==> config.mk <==
export PLATFORM = sky130hd
export DESIGN_NAME = scoreboard_rob
export DESIGN_NICKNAME = d
export VERILOG_FILES = /design/src/rtl/OoO_pkg.sv /design/src/rtl/sb_rs_lookup.sv /design/src/rtl/scoreboard_rob.sv
export SDC_FILE = /design/constraint.sdc
export NUM_CORES = 1
export LEC_CHECK = 0
export CORE_MARGIN = 1.5
export CORE_UTILIZATION = 50
export DETAILED_ROUTE_END_ITERATION = 16
export PLACE_DENSITY_LB_ADDON = 0.3
export SYNTH_ARGS = -nofsm -noshare
export SYNTH_HDL_FRONTEND = slang
export SYNTH_SLANG_ARGS = --single-unit
==> constraint.sdc <==
create_clock -name clock -period 4.9 [get_ports clock]
set_input_delay 0.735 -clock clock [delete_from_list [all_inputs] [get_ports clock]]
set_output_delay 0.735 -clock clock [all_outputs]
set_load 0.01 [all_outputs]
==> src/rtl/OoO_pkg.sv <==
// ----------------------------------------------------------------------------
// OoO_pkg
// Shared types and default sizes for the out-of-order scoreboard slice.
//   ScoreboardDepth / WriteBackPorts : defaults for scoreboard_rob parameters
//   decoder_t   : instruction handed over at issue
//   writeback_t : one functional-unit result (trans_id is TransIdW wide)
//   sb_entry_t  : scoreboard payload as presented at the commit port
// ----------------------------------------------------------------------------
package OoO_pkg;

   localparam int unsigned ScoreboardDepth = 4;
   localparam int unsigned WriteBackPorts  = 2;
   localparam int unsigned TransIdW        = $clog2(ScoreboardDepth);

   typedef enum logic [2:0] {
      FU_NONE   = 3'd0,
      FU_ALU    = 3'd1,
      FU_LSU    = 3'd2,
      FU_BRANCH = 3'd3,
      FU_MULT   = 3'd4
   } fu_t;

   typedef struct packed {
      logic       valid;
      logic [7:0] cause;
   } exception_t;

   typedef struct packed {
      logic [31:0] pc;
      logic [4:0]  rd;
      fu_t         fu;
      logic [7:0]  op;
      exception_t  ex;
   } decoder_t;

   typedef struct packed {
      logic                valid;
      logic [TransIdW-1:0] trans_id;
      logic [31:0]         data;
      logic                ex_valid;
   } writeback_t;

   typedef struct packed {
      logic [31:0]         pc;
      logic [4:0]          rd;
      fu_t                 fu;
      logic [7:0]          op;
      logic [31:0]         result;
      logic                ex_valid;
      logic [TransIdW-1:0] trans_id;
   } sb_entry_t;

endpackage

==> src/rtl/sb_rs_lookup.sv <==
// ----------------------------------------------------------------------------
// sb_rs_lookup
// Finds the youngest in-flight producer of register rs, scanning entries
// from head (oldest) to head+Depth-1 (youngest).
//   head      : oldest entry index
//   rs        : source register looked up (x0 never matches)
//   issued    : per-entry in-flight flag
//   done      : per-entry result-available flag
//   rd        : per-entry destination register
//   result    : per-entry result
//   busy      : youngest producer has not written back yet
//   fwd_valid : youngest producer has completed
//   fwd_data  : its result, 0 when nothing matches
// ----------------------------------------------------------------------------
module sb_rs_lookup #(
   parameter  int unsigned Depth = 4,
   localparam int unsigned IdxW  = $clog2(Depth)
) (
   input  logic [IdxW-1:0]         head,
   input  logic [4:0]              rs,
   input  logic [Depth-1:0]        issued,
   input  logic [Depth-1:0]        done,
   input  logic [Depth-1:0][4:0]   rd,
   input  logic [Depth-1:0][31:0]  result,
   output logic                    busy,
   output logic                    fwd_valid,
   output logic [31:0]             fwd_data
);

   logic            match;
   logic            sel_done;
   logic [31:0]     sel_data;
   logic [IdxW-1:0] idx;

   // age-ordered scan; a later (younger) match overrides an earlier one
   always_comb begin
      match    = 1'b0;
      sel_done = 1'b0;
      sel_data = 32'd0;
      idx      = '0;
      for (int i = 0; i < int'(Depth); i++) begin
         idx = head + IdxW'(i);
         if (issued[idx] && (rd[idx] == rs) && (rs != 5'd0)) begin
            match    = 1'b1;
            sel_done = done[idx];
            sel_data = result[idx];
         end else begin
            match    = match;
         end
      end
      busy      = match & ~sel_done;
      fwd_valid = match & sel_done;
      fwd_data  = match ? sel_data : 32'd0;
   end

endmodule

==> src/rtl/scoreboard_rob.sv <==
// ----------------------------------------------------------------------------
// scoreboard_rob
// In-order-commit scoreboard / reorder buffer (circular, Depth entries).
//   clock, reset           : clock, asynchronous active-high reset
//   flush_i                : discard every entry at the next edge
//   issue_*                : allocation handshake; issue_trans_id_o is tail
//   wb_i                   : NrWbPorts writeback results (highest port wins)
//   rs1_i/rs2_i, rs*_busy_o, rs*_fwd_valid_o, rs*_fwd_data_o : operand lookup
//   commit_valid_o, commit_ack_i, commit_o : head entry retirement
//   empty_o, count_o       : occupancy
// ----------------------------------------------------------------------------
module scoreboard_rob
   import OoO_pkg::*;
#(
   parameter  int unsigned Depth     = ScoreboardDepth,
   parameter  int unsigned NrWbPorts = WriteBackPorts,
   localparam int unsigned IdxW      = $clog2(Depth)
) (
   input  logic                            clock,
   input  logic                            reset,
   input  logic                            flush_i,
   input  logic                            issue_valid_i,
   output logic                            issue_ready_o,
   input  decoder_t                        issue_instr_i,
   output logic [IdxW-1:0]                 issue_trans_id_o,
   input  writeback_t [NrWbPorts-1:0]      wb_i,
   input  logic [4:0]                      rs1_i,
   input  logic [4:0]                      rs2_i,
   output logic                            rs1_busy_o,
   output logic                            rs2_busy_o,
   output logic                            rs1_fwd_valid_o,
   output logic                            rs2_fwd_valid_o,
   output logic [31:0]                     rs1_fwd_data_o,
   output logic [31:0]                     rs2_fwd_data_o,
   output logic                            commit_valid_o,
   input  logic                            commit_ack_i,
   output sb_entry_t                       commit_o,
   output logic                            empty_o,
   output logic [IdxW:0]                   count_o
);

   logic [IdxW-1:0]          head_r;
   logic [IdxW-1:0]          tail_r;
   logic [IdxW:0]            count_r;
   logic [Depth-1:0]         issued_r;
   logic [Depth-1:0]         done_r;
   sb_entry_t                mem_r [Depth];

   logic                     issue_fire_s;
   logic                     commit_fire_s;
   logic [Depth-1:0]         wb_hit_s;
   logic [Depth-1:0]         wb_exv_s;
   logic [Depth-1:0][31:0]   wb_data_s;
   logic [Depth-1:0][4:0]    ent_rd_s;
   logic [Depth-1:0][31:0]   ent_res_s;

   // full check ignores a same-cycle commit so the ready path stays short
   assign issue_ready_o    = (count_r < (IdxW+1)'(Depth));
   assign issue_fire_s     = issue_valid_i & issue_ready_o;
   assign commit_valid_o   = issued_r[head_r] & done_r[head_r];
   assign commit_fire_s    = commit_valid_o & commit_ack_i;
   assign commit_o         = mem_r[head_r];
   assign issue_trans_id_o = tail_r;
   assign empty_o          = (count_r == '0);
   assign count_o          = count_r;

   // per-entry writeback decode; ascending port order lets the highest port win
   always_comb begin
      wb_hit_s  = '0;
      wb_exv_s  = '0;
      wb_data_s = '0;
      for (int k = 0; k < int'(NrWbPorts); k++) begin
         if (wb_i[k].valid) begin
            wb_hit_s[IdxW'(wb_i[k].trans_id)]  = 1'b1;
            wb_exv_s[IdxW'(wb_i[k].trans_id)]  = wb_i[k].ex_valid;
            wb_data_s[IdxW'(wb_i[k].trans_id)] = wb_i[k].data;
         end else begin
            wb_hit_s = wb_hit_s;
         end
      end
   end

   // pointers, occupancy and per-entry status; flush behaves like reset
   always_ff @(posedge clock or posedge reset) begin
      if (reset) begin
         head_r   <= '0;
         tail_r   <= '0;
         count_r  <= '0;
         issued_r <= '0;
         done_r   <= '0;
      end else if (flush_i) begin
         head_r   <= '0;
         tail_r   <= '0;
         count_r  <= '0;
         issued_r <= '0;
         done_r   <= '0;
      end else begin
         for (int e = 0; e < int'(Depth); e++) begin
            if (wb_hit_s[e] && issued_r[e]) begin
               done_r[e] <= 1'b1;
            end
         end
         if (commit_fire_s) begin
            issued_r[head_r] <= 1'b0;
            head_r           <= head_r + IdxW'(1);
         end
         if (issue_fire_s) begin
            issued_r[tail_r] <= 1'b1;
            done_r[tail_r]   <= issue_instr_i.ex.valid;
            tail_r           <= tail_r + IdxW'(1);
         end
         case ({issue_fire_s, commit_fire_s})
            2'b10:   count_r <= count_r + (IdxW+1)'(1);
            2'b01:   count_r <= count_r - (IdxW+1)'(1);
            default: count_r <= count_r;
         endcase
      end
   end

   // entry payload; no reset needed because issued/done gate every use
   always_ff @(posedge clock) begin
      if (!flush_i) begin
         for (int e = 0; e < int'(Depth); e++) begin
            if (wb_hit_s[e] && issued_r[e]) begin
               mem_r[e].result   <= wb_data_s[e];
               mem_r[e].ex_valid <= wb_exv_s[e];
            end
         end
         if (issue_fire_s) begin
            mem_r[tail_r].pc       <= issue_instr_i.pc;
            mem_r[tail_r].rd       <= issue_instr_i.rd;
            mem_r[tail_r].fu       <= issue_instr_i.fu;
            mem_r[tail_r].op       <= issue_instr_i.op;
            mem_r[tail_r].result   <= 32'd0;
            mem_r[tail_r].ex_valid <= issue_instr_i.ex.valid;
            mem_r[tail_r].trans_id <= TransIdW'(tail_r);
         end
      end
   end

   // flatten payload fields for the operand lookups
   always_comb begin
      ent_rd_s  = '0;
      ent_res_s = '0;
      for (int e = 0; e < int'(Depth); e++) begin
         ent_rd_s[e]  = mem_r[e].rd;
         ent_res_s[e] = mem_r[e].result;
      end
   end

   sb_rs_lookup #(.Depth(Depth)) u_rs1_lookup (
      .head      (head_r),
      .rs        (rs1_i),
      .issued    (issued_r),
      .done      (done_r),
      .rd        (ent_rd_s),
      .result    (ent_res_s),
      .busy      (rs1_busy_o),
      .fwd_valid (rs1_fwd_valid_o),
      .fwd_data  (rs1_fwd_data_o)
   );

   sb_rs_lookup #(.Depth(Depth)) u_rs2_lookup (
      .head      (head_r),
      .rs        (rs2_i),
      .issued    (issued_r),
      .done      (done_r),
      .rd        (ent_rd_s),
      .result    (ent_res_s),
      .busy      (rs2_busy_o),
      .fwd_valid (rs2_fwd_valid_o),
      .fwd_data  (rs2_fwd_data_o)
   );

endmodule

## Word-level counts from Yosys, hierarchy flattened

Memories as Yosys holds them, arrays and structs flattened.
Index checks and enable logic that the tools add are counted.

| word-level totals | value |
|---|---|
| bits in registers | 15 |
| logic and storage cells | 193 |
| memories kept | 1 |
| input port bits | 144 |
| bits in writable memories | 332 |

| cells by class | value |
|---|---|
| equal/unequal tests | 10 |
| add/sub/neg operators | 6 |
| order comparisons | 12 |
| reductions and logical operators | 30 |
| bitwise gates (word level) | 15 |
| muxes and demuxes | 114 |

Memory list:

| name | words | width | rd ports | clocked after memory_dff | wr ports | RTL line | text |
|---|---|---|---|---|---|---|---|
| mem_r | 4 | 83 | 5 | 0 | 5 | scoreboard_rob.sv:47 | `sb_entry_t mem_r [Depth];` |

Operators with widths:

| kind | count |
|---|---|
| 32-bit 2-to-1 mux | 16 |
| 32-bit binary-select mux with 2-bit select | 4 |
| 128-bit 2-to-1 mux | 2 |
| 128-bit bitwise AND | 1 |
| 128-bit bitwise mux | 1 |
| 32-bit demux with 2-bit select | 2 |
| 1-bit 2-to-1 mux | 51 |
| 5-bit binary-select mux with 2-bit select | 4 |
| 5-bit == test | 8 |
| 4-bit 2-to-1 mux | 10 |
| 1-bit logical AND | 24 |
| 2-bit by 3-bit < comparator with 1-bit output, second input constant | 7 |
| 5-bit 2-to-1 mux | 4 |
| 1-bit binary-select mux with 2-bit select | 8 |
| 5-bit nonzero test | 2 |
| 4-bit bitwise AND | 2 |
| 4-bit bitwise mux | 2 |
| 1-bit demux with 2-bit select | 4 |
| 2-bit by 1-bit >= comparator with 1-bit output, second input constant | 4 |
| 2-bit 2-to-1 mux | 4 |
| 4-bit bitwise OR | 2 |
| 1-bit bitwise AND | 7 |
| 3-bit one-hot mux with 2 select lines | 1 |
| 2-bit by 1-bit adder with 2-bit output, second input constant | 2 |
| 12 further kinds | 15 |

## Longest topological paths before layout

| logic depth | value |
|---|---|
| word-level depth | 13 |
| depth in mapped cells | 20 |
| depth with buffers taken out | 9 |

## By module

A second synthesis with hierarchy kept.

| second synthesis, totals | value |
|---|---|
| cell total of the unflattened synthesis | 2,165 |
| area total of the unflattened synthesis | 23,571.4 um^2 |

By module, submodules not included:

| module | instances | area an instance (um^2) | cells an instance |
|---|---|---|---|
| scoreboard_rob | 1 | 14,552.7 | 1,005 |
| sb_rs_lookup | 2 | 4,509.3 | 580 |

## Least setup slack after synthesis

OpenSTA, ideal clock, no wires.

| timing | value |
|---|---|
| kind | reg2out |
| from | register head_r[0] |
| to | output rs2_fwd_data_o[21] |
| arrival time | 4.731 ns |
| stages on the path, launching flop included | 19 |
| slack | -0.566 ns |
| data required time | 4.165 ns |
| path buffers | 10 |
| cells stage by stage | dfrtp_1 buf_6 buf_6 buf_6 buf_4 buf_2 buf_1 buf_2 inv_1 ha_1 buf_2 mux4_2 mux2_2 and3_1 buf_2 nor4b_4 buf_6 a221oi_1 o31ai_1 |

| between the ends | value |
|---|---|
| cells in the longest elaborated chain, start to end | 10 |
| elaborated cells on any way between the ends | 48 |
| those cells by class | add/sub (3); eq/ne (4); mux (33); reduce/logical (8) |

RTL lines:

| what | RTL line | text |
|---|---|---|
| start: declaration | scoreboard_rob.sv:42 | `logic [IdxW-1:0] head_r;` |
| start signal: assignment | scoreboard_rob.sv:105 | `head_r <= head_r + IdxW'(1);` |
| 2-bit by 1-bit adder with 2-bit output / 5-bit binary-select mux with 2-bit select (equally long branches) | sb_rs_lookup.sv:42, sb_rs_lookup.sv:43 |  |
| 5-bit binary-select mux with 2-bit select / 5-bit 2-to-1 mux (equally long branches) | sb_rs_lookup.sv:43 | `if (issued[idx] && (rd[idx] == rs) && (rs != 5'd0)) begin` |
| 5-bit 2-to-1 mux (implied by the code) / 5-bit == test (equally long branches) | sb_rs_lookup.sv:43 |  |
| 5-bit == test / 1-bit logical AND (equally long branches) | sb_rs_lookup.sv:43 |  |
| 1-bit logical AND | sb_rs_lookup.sv:43 |  |
| 1-bit logical AND (tied with other cells) | sb_rs_lookup.sv:43 |  |
| 32-bit 2-to-1 mux / 1-bit 2-to-1 mux (equally long branches) (3 in series) | sb_rs_lookup.sv:43 |  |
| 32-bit 2-to-1 mux (*) | sb_rs_lookup.sv:53 | `fwd_data = match ? sel_data : 32'd0;` |
| end: declaration | scoreboard_rob.sv:34 | `output logic [31:0] rs2_fwd_data_o,` |

Mark *: on every way between the ends. The rest lies on a longest branch, timed or not. The select of a mux whose other input is x is not followed.

## Worst setup path in the final report

| timing | value |
|---|---|
| from | register head_r[0] |
| to | output rs2_fwd_data_o[5] |

Same word-level chain as after synthesis.

==> flow_metrics.env <==
export IMPL_place_congestion=0.866
export IMPL_total_power_mw=8.24
export IMPL_drt_first_pass_iters=5
export IMPL_cts_reportedPaths_clkPinSlew_ps=60
export IMPL_min_period_ps=4920
export IMPL_cp_slowest_cell="mux4_2"
export IMPL_setup_tns_ps=-44.9
export IMPL_path_cells="inv_1 > ha_4 > buf_4 > mux4_2 > xor2_2 > nor4_4 > and3_4 > nor4b_4 > buf_4 > buf_12 > a221oi_1 > o31ai_2 > clkdlybuf4s50_1"
export IMPL_hold_buffers=0
export IMPL_clock_sinks=347
export IMPL_fin_nets=1968
export IMPL_synth_seq_cells=347
export IMPL_grt_start_max_net_pins=67
export IMPL_slowest_delay_ps=540
export IMPL_startpoint="head_r[0]"
export IMPL_drv_cap=0
export IMPL_cts_tree="done"
export IMPL_violations="setup timing"
export IMPL_grt_ovfl_total=0
export IMPL_yosysSeqAreaShare_pct=45.8
export IMPL_worstHoldPathType="input pin to asynchronous set/reset pin"
export IMPL_cp_max_fo=17
export IMPL_syn_nets=1711
export IMPL_power_density_nw_per_um2=326
export IMPL_async_flop_share_pct=4.32
export IMPL_coreArea_um2=38800
export IMPL_dieHeight_um=202
export IMPL_rsz0062_at_grt="yes"
export IMPL_synth_cell_type_count=59
export IMPL_clk_latency_ps=580
export IMPL_drtIter0Drc=1296
export IMPL_final_hold_viol_count=0
export IMPL_ys_flop_type="edfxtp_1"
export IMPL_final_common_cell="clkdlybuf4s50_1"
export IMPL_reg2reg_from="head_r[1]"
export IMPL_drt_antenna_violating_nets=0
export IMPL_final_max_slew_viol_count=0
export IMPL_slew_headroom_pct=26.8
export IMPL_hold_slack_ps=536
export IMPL_die_area_um2=40800
export IMPL_syn_to_final_growth_pct=28.0
export IMPL_io_pins=303
export IMPL_critPathCaptureType="primary output"
export IMPL_cp_start_kind="flop"
export IMPL_worstPathRequired_ps=4160
export IMPL_worst_slack_ps=-23.6
export IMPL_finalCritPeriodShare_pct=100
export IMPL_num_rows=72
export IMPL_synth_edf_count=204
export IMPL_via_count=15700
export IMPL_avgRoutedWirePerCell_um=26.1
export IMPL_worstMarginPinSlew_ps=1100
export IMPL_start_util_pct=51.0
export IMPL_grt_pass1_wl_um=92300
export IMPL_antenna_found_initial=10
export IMPL_cts_max_level=2
export IMPL_cp_common_cell="buf_4"
export IMPL_setup_viol=2
export IMPL_synthCells=1558
export IMPL_drc=0
export IMPL_worstPathArrival_ps=4190
export IMPL_grt_total_usage_pct=29.7
export IMPL_cts_buffers=39
export IMPL_die_x_um=202
export IMPL_fmax_mhz=203
export IMPL_utilization_pct=65.2
export IMPL_most_common_layout_cells="clkdlybuf4s50_1 (257), edfxtp_1 (204), mux4_2 (198)"
export IMPL_final_cells=2369
export IMPL_via_per_inst=6.64
export IMPL_routed_wl_um=61700
export IMPL_placedCellCount=2260
export IMPL_cts_root_buf="clkbuf_16"
export IMPL_ys_warn_count=0
export IMPL_grt_pass1_vias=15600
export IMPL_fin_skew_ps=32.9
export IMPL_io_buffers=294
export IMPL_syn_area_um2=19800
export IMPL_status="finished with violations"
export IMPL_clockBufferDepth=3
export IMPL_peakVddDrop_v=0.000310
export IMPL_path_class="flop to primary output"
export IMPL_leakage_nw=8.69
export IMPL_avgSynthCellArea_um2=12.7
export IMPL_post_dp_hpwl_um=37100
export IMPL_drive_gt1_share_pct=24.2
[path summary, 6_finish.rpt]
check                                     to  slack (ps)  depth (start not counted)
max                        rs2_fwd_data_o[5]         -20                         13
max in group asynchronous          head_r[1]        3890                          2
min                               count_o[2]         540                          2
min reg2reg                     mem_r[0][26]         540                          2
min in group clock              mem_r[0][26]         540                          2
max reg2reg                       count_o[2]        1420                         12
[flip-flops by register name, indices dropped and copies added (netlist names)]
name,count
head_r,2
count_o,3
issued_r,4
done_r,4
issue_trans_id_o,2
mem_r,332
[cell type report]
cell class,count,area [um2]
Antenna cell,7,17.5
Clock buffer,48,1040
Clock inverter,22,251
Fill cell,2786,13500
Inverter,11,42.5
Multi-Input combinational cell,1037,10400
Sequential cell,347,9070
Tap cell,518,648
Timing Repair Buffer,379,3840
[cell usage after synthesis, types with 2 or more instances]
master	instances	area (um2)
ha_1	8	100
buf_4	3	22.5
and2_1	2	12.5
a31o_2	4	35.0
inv_1	10	37.5
a211oi_1	136	1020
dfrtp_1	15	375
a221oi_2	5	75.1
nand2_1	95	357
clkbuf_1	101	379
mux2_2	3	33.8
nor3_1	4	20.0
or2_2	4	25.0
mux4_2	198	4460
mux2i_1	78	781
nor3b_1	3	22.5
o31ai_2	14	175
a22oi_1	77	578
a221oi_1	26	228
o22ai_1	32	200
or3_1	2	12.5
a31oi_1	23	144
dfxtp_1	128	2560
and3_1	9	56.3
nand4_1	6	37.5
nor2b_1	2	12.5
buf_2	25	125
a21oi_1	24	120
nand3b_1	2	15.0
buf_6	6	67.6
o21ai_0	8	40.0
nor4_1	4	25.0
xnor2_1	17	149
nor2_1	192	721
xor2_1	19	166
o31ai_1	17	128
buf_1	30	113
xnor2_2	2	32.5
edfxtp_1	204	6130
[layer usage]
| layer | up-vias | routed length [um] | track usage, % |
|---|---|---|---|
| li1 | 6817 | - | - |
| met3 | 175 | 6620 | 9.11 |
| met1 | 7855 | 23200 | 37.1 |
| met2 | 864 | 29700 | 47.9 |
| met4 | 8 | 2170 | 13.1 |
| met5 | - | 46 | 0 |
[per-stage QoR]
stage	worst slack, ps	cell area [um2]
2_1_floorplan	26.5	19900
3_3_place_gp	106	23400
3_5_place_dp	148	23400
6_report	-23.6	25300
5_1_grt	-109	25300
4_1_cts	-49.5	24900
[worst max-delay path: cells and delay by family (launching register included)]
kind | cells | cell delay (ps)
XOR/XNOR | 1 | 180
buffers and inverters | 5 | 1020
adder cells (fa/ha/maj) | 1 | 340
flip-flops | 1 | 410
AND/OR/NAND/NOR | 3 | 740
multiplexers | 1 | 540
AO/OA/AOI/OAI | 2 | 390
[power breakdown]
group | total (mW) | switching (mW) | leakage (nW) | internal (mW)
Sequential | 3.68 | 0.294 | 3.10 | 3.39
Combinational | 1.62 | 0.728 | 4.96 | 0.894
Clock | 2.94 | 1.24 | 0.631 | 1.70
Total | 8.24 | 2.27 | 8.69 | 5.98
[cell families after synthesis]
kind of cell / count (synthesis) / share of synthesized area (%)
simple gates: 335 / 7.16
fa+ha+maj: 9 / 0.607
xor+xnor: 38 / 1.76
compound gates: 374 / 14.2
flops: 347 / 45.8
buf+inv: 176 / 3.78
mux: 279 / 26.7
[what timing repair did]
item	in CTS	in global routing
pin swaps	7	8
endpoints found under the setup margin	67	67
gates cloned	2	3
endpoints found under the hold margin	0	0
buffers inserted	9	18
resized for setup	42	45
(Power assumes the default switching activity.)
